**config.mk**
```make
export PLATFORM = sky130hd
export DESIGN_NAME = ofdm_symbol_framer
export DESIGN_NICKNAME = d
export VERILOG_FILES = /design/src/rtl/minn_rx_pkg.sv /design/src/rtl/frame_phase_counter.sv /design/src/rtl/ofdm_symbol_framer.sv
export SDC_FILE = /design/constraint.sdc
export NUM_CORES = 1
export LEC_CHECK = 0
export ABC_AREA = 1
export CELL_PAD_IN_SITES_DETAIL_PLACEMENT = 0
export CELL_PAD_IN_SITES_GLOBAL_PLACEMENT = 1
export CORE_MARGIN = 4
export CORE_UTILIZATION = 28
export CTS_CLUSTER_DIAMETER = 50
export DETAILED_ROUTE_END_ITERATION = 16
export PLACE_DENSITY_LB_ADDON = 0.1
export SYNTH_ARGS = -nofsm -noshare
export SYNTH_HDL_FRONTEND = slang
export SYNTH_SLANG_ARGS = --single-unit
```
**constraint.sdc**
```tcl
create_clock -name clk -period 1.6 [get_ports clk]
set_input_delay 0.4 -clock clk [delete_from_list [all_inputs] [get_ports clk]]
set_output_delay 0.4 -clock clk [all_outputs]
set_load 0.01 [all_outputs]
```
**src/rtl/minn_rx_pkg.sv**
```systemverilog
// Shared types and sizing helpers for the Minn receiver chain.
package minn_rx_pkg;

    localparam int unsigned MINN_IQ_WIDTH = 12;

    typedef struct packed {
        logic signed [MINN_IQ_WIDTH-1:0] ch0_i;
        logic signed [MINN_IQ_WIDTH-1:0] ch0_q;
        logic signed [MINN_IQ_WIDTH-1:0] ch1_i;
        logic signed [MINN_IQ_WIDTH-1:0] ch1_q;
    } dual_ant_sample_t;

    typedef enum logic [1:0] {
        ST_IDLE = 2'd0,
        ST_SKIP = 2'd1,
        ST_CP   = 2'd2,
        ST_DATA = 2'd3
    } framer_state_t;

    // Bits needed to index 0..max_val-1, never less than one.
    function automatic int unsigned minn_width(input int unsigned max_val);
        return (max_val < 2) ? 1 : $clog2(max_val);
    endfunction

endpackage

```
**src/rtl/frame_phase_counter.sv**
```systemverilog
// Up-counter that reloads to zero on reaching a selectable terminal value.
module frame_phase_counter #(
    parameter int unsigned WIDTH = 4
) (
    input  logic             clk,
    input  logic             rst,
    input  logic             i_en,
    input  logic [WIDTH-1:0] i_last,
    output logic [WIDTH-1:0] o_count,
    output logic             o_tc
);

    logic [WIDTH-1:0] r_count;

    assign o_count = r_count;
    assign o_tc    = (r_count == i_last);

    always_ff @(posedge clk) begin
        if (rst) begin
            r_count <= '0;
        end else if (i_en) begin
            r_count <= o_tc ? '0 : r_count + WIDTH'(1);
        end
    end

endmodule

```
**src/rtl/ofdm_symbol_framer.sv**
```systemverilog
// Strips start skip and cyclic prefixes from a detected frame and emits the
// useful FFT samples of each symbol with symbol markers and index.
module ofdm_symbol_framer
    import minn_rx_pkg::*;
#(
    parameter int unsigned INPUT_WIDTH = 12,
    parameter int unsigned NFFT        = 2048,
    parameter int unsigned CP_LEN      = 512,
    parameter int unsigned NUM_SYMBOLS = 14,
    parameter int unsigned START_SKIP  = 0,
    localparam int unsigned SYM_IDX_WIDTH = minn_width(NUM_SYMBOLS)
) (
    input  logic                           clk,
    input  logic                           rst,
    input  logic                           in_valid,
    input  logic signed [INPUT_WIDTH-1:0]  in_ch0_i,
    input  logic signed [INPUT_WIDTH-1:0]  in_ch0_q,
    input  logic signed [INPUT_WIDTH-1:0]  in_ch1_i,
    input  logic signed [INPUT_WIDTH-1:0]  in_ch1_q,
    input  logic                           in_frame_start,
    output logic                           out_valid,
    output logic signed [INPUT_WIDTH-1:0]  out_ch0_i,
    output logic signed [INPUT_WIDTH-1:0]  out_ch0_q,
    output logic signed [INPUT_WIDTH-1:0]  out_ch1_i,
    output logic signed [INPUT_WIDTH-1:0]  out_ch1_q,
    output logic                           out_sof,
    output logic                           out_sos,
    output logic                           out_eos,
    output logic [SYM_IDX_WIDTH-1:0]       out_sym_idx,
    output logic                           frame_done,
    output logic                           start_dropped
);

    localparam int unsigned MAX_A = (NFFT > CP_LEN) ? NFFT : CP_LEN;
    localparam int unsigned MAX_B = (MAX_A > START_SKIP) ? MAX_A : START_SKIP;
    localparam int unsigned CNT_W = minn_width(MAX_B);

    localparam logic [CNT_W-1:0] DATA_LAST = CNT_W'(NFFT - 1);
    localparam logic [CNT_W-1:0] CP_LAST   = CNT_W'((CP_LEN > 0) ? CP_LEN - 1 : 0);
    localparam logic [CNT_W-1:0] SKIP_LAST = CNT_W'((START_SKIP > 0) ? START_SKIP - 1 : 0);
    localparam logic [SYM_IDX_WIDTH-1:0] SYM_LAST = SYM_IDX_WIDTH'(NUM_SYMBOLS - 1);

    framer_state_t              r_state;
    framer_state_t              w_state_nxt;
    framer_state_t              w_phase;
    logic [SYM_IDX_WIDTH-1:0]   r_sym;
    logic [SYM_IDX_WIDTH-1:0]   w_sym_nxt;
    logic [CNT_W-1:0]           w_last;
    logic [CNT_W-1:0]           w_count;
    logic                       w_tc;
    logic                       w_active;
    logic                       w_emit;
    logic                       w_sym_end;
    logic                       w_frame_end;

    // The accepted flagged sample already belongs to the first phase, so the
    // sample is classified by the phase it falls in rather than by r_state.
    assign w_active    = in_valid && ((r_state != ST_IDLE) || in_frame_start);
    assign w_phase     = (r_state == ST_IDLE) ? ((START_SKIP > 0) ? ST_SKIP : ST_DATA) : r_state;
    assign w_emit      = w_active && (w_phase == ST_DATA);
    assign w_sym_end   = w_emit && w_tc;
    assign w_frame_end = w_sym_end && (r_sym == SYM_LAST);

    always_comb begin
        w_last = DATA_LAST;
        case (w_phase)
            ST_SKIP: w_last = SKIP_LAST;
            ST_CP:   w_last = CP_LAST;
            default: w_last = DATA_LAST;
        endcase
    end

    frame_phase_counter #(
        .WIDTH (CNT_W)
    ) u_phase_cnt (
        .clk     (clk),
        .rst     (rst),
        .i_en    (w_active),
        .i_last  (w_last),
        .o_count (w_count),
        .o_tc    (w_tc)
    );

    always_comb begin
        w_state_nxt = r_state;
        w_sym_nxt   = r_sym;
        if (w_active) begin
            case (w_phase)
                ST_SKIP: w_state_nxt = w_tc ? ST_DATA : ST_SKIP;
                ST_CP:   w_state_nxt = w_tc ? ST_DATA : ST_CP;
                ST_DATA: begin
                    w_state_nxt = ST_DATA;
                    if (w_tc) begin
                        if (r_sym == SYM_LAST) begin
                            w_state_nxt = ST_IDLE;
                            w_sym_nxt   = '0;
                        end else begin
                            w_state_nxt = (CP_LEN > 0) ? ST_CP : ST_DATA;
                            w_sym_nxt   = r_sym + SYM_IDX_WIDTH'(1);
                        end
                    end
                end
                default: w_state_nxt = r_state;
            endcase
        end
    end

    always_ff @(posedge clk) begin
        if (rst) begin
            r_state <= ST_IDLE;
            r_sym   <= '0;
        end else begin
            r_state <= w_state_nxt;
            r_sym   <= w_sym_nxt;
        end
    end

    always_ff @(posedge clk) begin
        if (rst) begin
            out_valid     <= 1'b0;
            out_ch0_i     <= '0;
            out_ch0_q     <= '0;
            out_ch1_i     <= '0;
            out_ch1_q     <= '0;
            out_sof       <= 1'b0;
            out_sos       <= 1'b0;
            out_eos       <= 1'b0;
            out_sym_idx   <= '0;
            frame_done    <= 1'b0;
            start_dropped <= 1'b0;
        end else begin
            out_valid     <= w_emit;
            out_sof       <= w_emit && (w_count == '0) && (r_sym == '0);
            out_sos       <= w_emit && (w_count == '0);
            out_eos       <= w_sym_end;
            frame_done    <= w_frame_end;
            start_dropped <= in_valid && in_frame_start && (r_state != ST_IDLE);
            if (w_emit) begin
                out_ch0_i   <= in_ch0_i;
                out_ch0_q   <= in_ch0_q;
                out_ch1_i   <= in_ch1_i;
                out_ch1_q   <= in_ch1_q;
                out_sym_idx <= r_sym;
            end
        end
    end

endmodule

```
==> results of run 1 <==
-- cell families (layout without fill, tap and decap cells) --
group                      count (synthesis)  count (layout)  share of synthesized area [%]
xor gates and xnor gates                   3               3                          0.855
and+or+nand+nor                          197             197                           28.3
buffers and inverters                     48             202                           6.56
adders and majority gates                  6               6                           2.44
DFF                                       75              75                           48.9
AOI/OAI and AO/OA                         75              75                           13.0
-- critical path, stage by stage (launching register included) --
cell and delay (ns):
dfxtp_2 0.34, inv_2 0.04, buf_6 0.11, ha_4 0.26, inv_4 0.07, nand3_4 0.07
a21oi_4 0.15, nand3_4 0.13, o21ai_4 0.24, inv_2 0.06, nand2_1 0.06, nor2_1 0.03
-- cells in the final DEF, fill, tap and decap left out, types with 2 or more instances in the layout --
cell,Yosys,final
a21oi_1,17,15
o21ai_0,52,14
dfxtp_1,75,73
nand2_1,37,34
nand3_1,10,9
inv_1,21,19
buf_8,0,2
o21ai_2,0,34
inv_2,9,9
nor2_2,1,2
dfxtp_2,0,2
o21ai_1,2,6
buf_6,0,3
clkdlybuf4s50_1,0,51
nand2_2,8,9
xor2_1,3,3
nor3_2,1,2
inv_4,0,2
ha_1,6,4
nand4_1,6,6
nor2_4,4,4
nor2_1,118,117
nand2_4,1,3
buf_4,4,31
dlygate4sd2_1,0,58
nand3_4,1,2
buf_12,0,6
a21oi_2,0,2
clkbuf_16,0,6
nor3_1,7,6
clkbuf_8,0,10
-- power groups by stage --
stage          Clock [mW]  Sequential, mW  Combinational (mW)
5_1_grt              1.61            2.21                1.67
3_5_place_dp            0            2.20                1.32
6_report             1.46            2.18                1.54
4_1_cts              1.53            2.15                1.23
3_3_place_gp            0            2.20                1.31
2_1_floorplan           0            2.28               0.478
-- flip-flops by register name, summed over array words and instances, names as in the netlist --
name                 count
out_ch0_q               12
r_sym                    4
out_ch0_i               12
out_ch1_q               12
out_sof                  1
r_state                  2
out_sos                  1
out_ch1_i               12
u_phase_cnt.o_count     11
start_dropped            1
out_valid                1
out_sym_idx              4
frame_done               1
out_eos                  1
-- area by class of cell --
type / count / area share [%]
Multi-Input combinational cell: 281 / 30.4
Tap cell: 136 / 3.32
Clock inverter: 4 / 1.00
Inverter: 30 / 2.29
Timing Repair Buffer: 157 / 30.9
Clock buffer: 11 / 2.75
Sequential cell: 75 / 29.3
-- metal layers --
layer | GRT usage, % | part of all wire [%] | vias to the layer above
met4 | 5.29 | 1.4 | 0
met3 | 4.28 | 6.5 | 8
met5 | 0 | 0 | -
li1 | - | - | 1603
met2 | 21.6 | 46 | 82
met1 | 18.6 | 46 | 1399
-- metrics by stage --
stage	cell area, µm²	std cells	util [%]	hold slack, ns
2_1_floorplan	3090	404	-	0.471
5_1_grt	5130	694	48.8	0.493
6_report	5130	694	48.8	0.463
3_5_place_dp	4560	664	43.4	0.452
3_3_place_gp	4560	664	43.4	0.451
4_1_cts	4720	681	44.9	0.466
-- how the worst max path moves through the flow --
stage / end / from / slack (ns) / cells past startpoint
after floorplan: u_phase_cnt.o_count[10] / r_state[0] / 0.009 / 10
after global placement: out_ch0_i[10] / in_frame_start / -0.22 / 9
after detailed placement: out_ch0_q[8] / in_frame_start / -0.26 / 9
after CTS: u_phase_cnt.o_count[8] / r_state[1] / -0.08 / 11
after global routing: u_phase_cnt.o_count[8] / r_state[1] / -0.19 / 11
final: u_phase_cnt.o_count[8] / r_state[1] / -0.07 / 11
-- timing repair --
item / in CTS / in global routing
cloned: 0 / 7
endpoints found under the setup margin: 84 / 60
endpoints found under the hold margin: 0 / 0
pin swaps: 4 / 42
gates resized for setup: 68 / 92
hold buffers: 0 / 0
buffers inserted: 2 / 6
==> impl_metrics.json, run 1 <==
{
  "status": "complete, but fails checks",
  "failed_checks": "negative setup slack",
  "grt.overflow.total": 0,
  "synthDistinctLibCells": 30,
  "min_path_type": "flip-flop to flip-flop",
  "grt_setup_unrepaired": "yes",
  "period_share_pct": 104,
  "yosysTopAreaCell": "dfxtp_1",
  "max_slew_margin_pct": 78.5,
  "synth.top_cells.by_count": "118 x nor2_1, 75 x dfxtp_1, 52 x o21ai_0",
  "nets": 612,
  "vias_per_cell": 4.46,
  "clk_latency_ns": 0.34,
  "intPower_mw": 3.63,
  "pwr-share-clk_pct": 28.1,
  "p_switching_mw": 1.54,
  "cap_violations": 0,
  "drive_gt1_share_pct": 24.9,
  "regArea_um2": 1500,
  "hold_viol": 0,
  "gp_congestion": 0.768,
  "netlist.area_leader.share_pct": 48.9,
  "dp_hpwl_mm": 6.58,
  "required_ns": 1.84,
  "fin_skew_ns": 0.00918,
  "rows": 37,
  "cts.path.max_buffers": 2,
  "comb_power_share_pct": 29.7,
  "power_density_nw_per_um2": 1010,
  "synthesis.instances": 404,
  "dieArea_um2": 12700,
  "async_flop_share_pct": 0,
  "dr.pass1.iters": 4,
  "ys_warn_count": 0,
  "multi_input_area_um2": 1560,
  "grt_max_degree": 22,
  "power_frac_seq_pct": 42.2,
  "tightest_slew_ns": 0.320,
  "antenna_left": 0,
  "fmax_mhz": 599,
  "synth_ff_type": "dfxtp_1",
  "avgRoutedWirePerCell_um": 13.6,
  "area_delta_synth_final_pct": 67.0,
  "grt.total_usage_pct": 14.1,
  "end_kind": "flip-flop",
  "yosysMostFrequentCell": "nor2_1",
  "setup_viol": 7,
  "cts_made_buffers": 9,
  "r2r_cells": 11,
  "ys_seq_area_share_pct": 48.9,
  "place_ws_ns": -0.259,
  "slew_violations": 0,
  "dr_total_vias": 3092,
  "first_iter_violations": 168,
  "ios": 110,
  "grt_pass1_wl_mm": 14.6,
  "syn_area_per_cell_um2": 7.61,
  "die_w_um": 113,
  "min_path_cells": 2,
  "routed_wl_mm": 9.44,
  "nFillCells": 1054,
  "swShare_pct": 29.8,
  "antenna_found_initial": 0,
  "worstReg2RegStart": "r_state[1]",
  "htree_num_levels": 3,
  "dieHeight_um": 113,
  "whs_endpoint": "out_sym_idx[3]",
  "holdCritStartpoint": "out_sym_idx[3]",
  "cp-start-kind": "flip-flop",
  "min_period_ns": 1.67,
  "cts_tree": "done",
  "path_class": "flip-flop to flip-flop",
  "drc": 0,
  "r2r_slack_ns": -0.07,
  "rr_endpoint": "u_phase_cnt.o_count[8]",
  "cp.arrival_ns": 1.91,
  "cp_max_fo": 6,
  "synth_seq_cells": 75,
  "core_um2": 10500,
  "synth_nets": 462,
  "clk_pin_slew_ns": 0.07,
  "diodes": 0,
  "cts-root-buf": "clkbuf_8",
  "ir_drop_v": 0.000457,
  "tns_ns": -0.239,
  "initial_core_util_pct": 29.2,
  "yosys-top-cells-area": "dfxtp_1 49%, nor2_1 14%, o21ai_0 8.5%",
  "power_mw": 5.17,
  "syn_area_um2": 3070,
  "clock_sinks": 75,
  "port-buffer-count": 109,
  "synth_edf_count": 0,
  "leakage_nw": 2.32,
  "setup_slack_ns": -0.0695,
  "grt_pass1_vias": 2907
}
(Power assumes the default switching activity.)
==> run 2, diff against run 1 <==
--- a/config.mk
+++ b/config.mk
@@ -11,8 +11,10 @@
 export CORE_MARGIN = 4
 export CORE_UTILIZATION = 28
 export CTS_CLUSTER_DIAMETER = 50
+export CTS_CLUSTER_SIZE = 10
 export DETAILED_ROUTE_END_ITERATION = 16
 export PLACE_DENSITY_LB_ADDON = 0.1
 export SYNTH_ARGS = -nofsm -noshare
 export SYNTH_HDL_FRONTEND = slang
 export SYNTH_SLANG_ARGS = --single-unit
+export TNS_END_PERCENT = 100
==> results of run 2 <==
No change in the layout: final DEF, timing and power equal those of run 1.
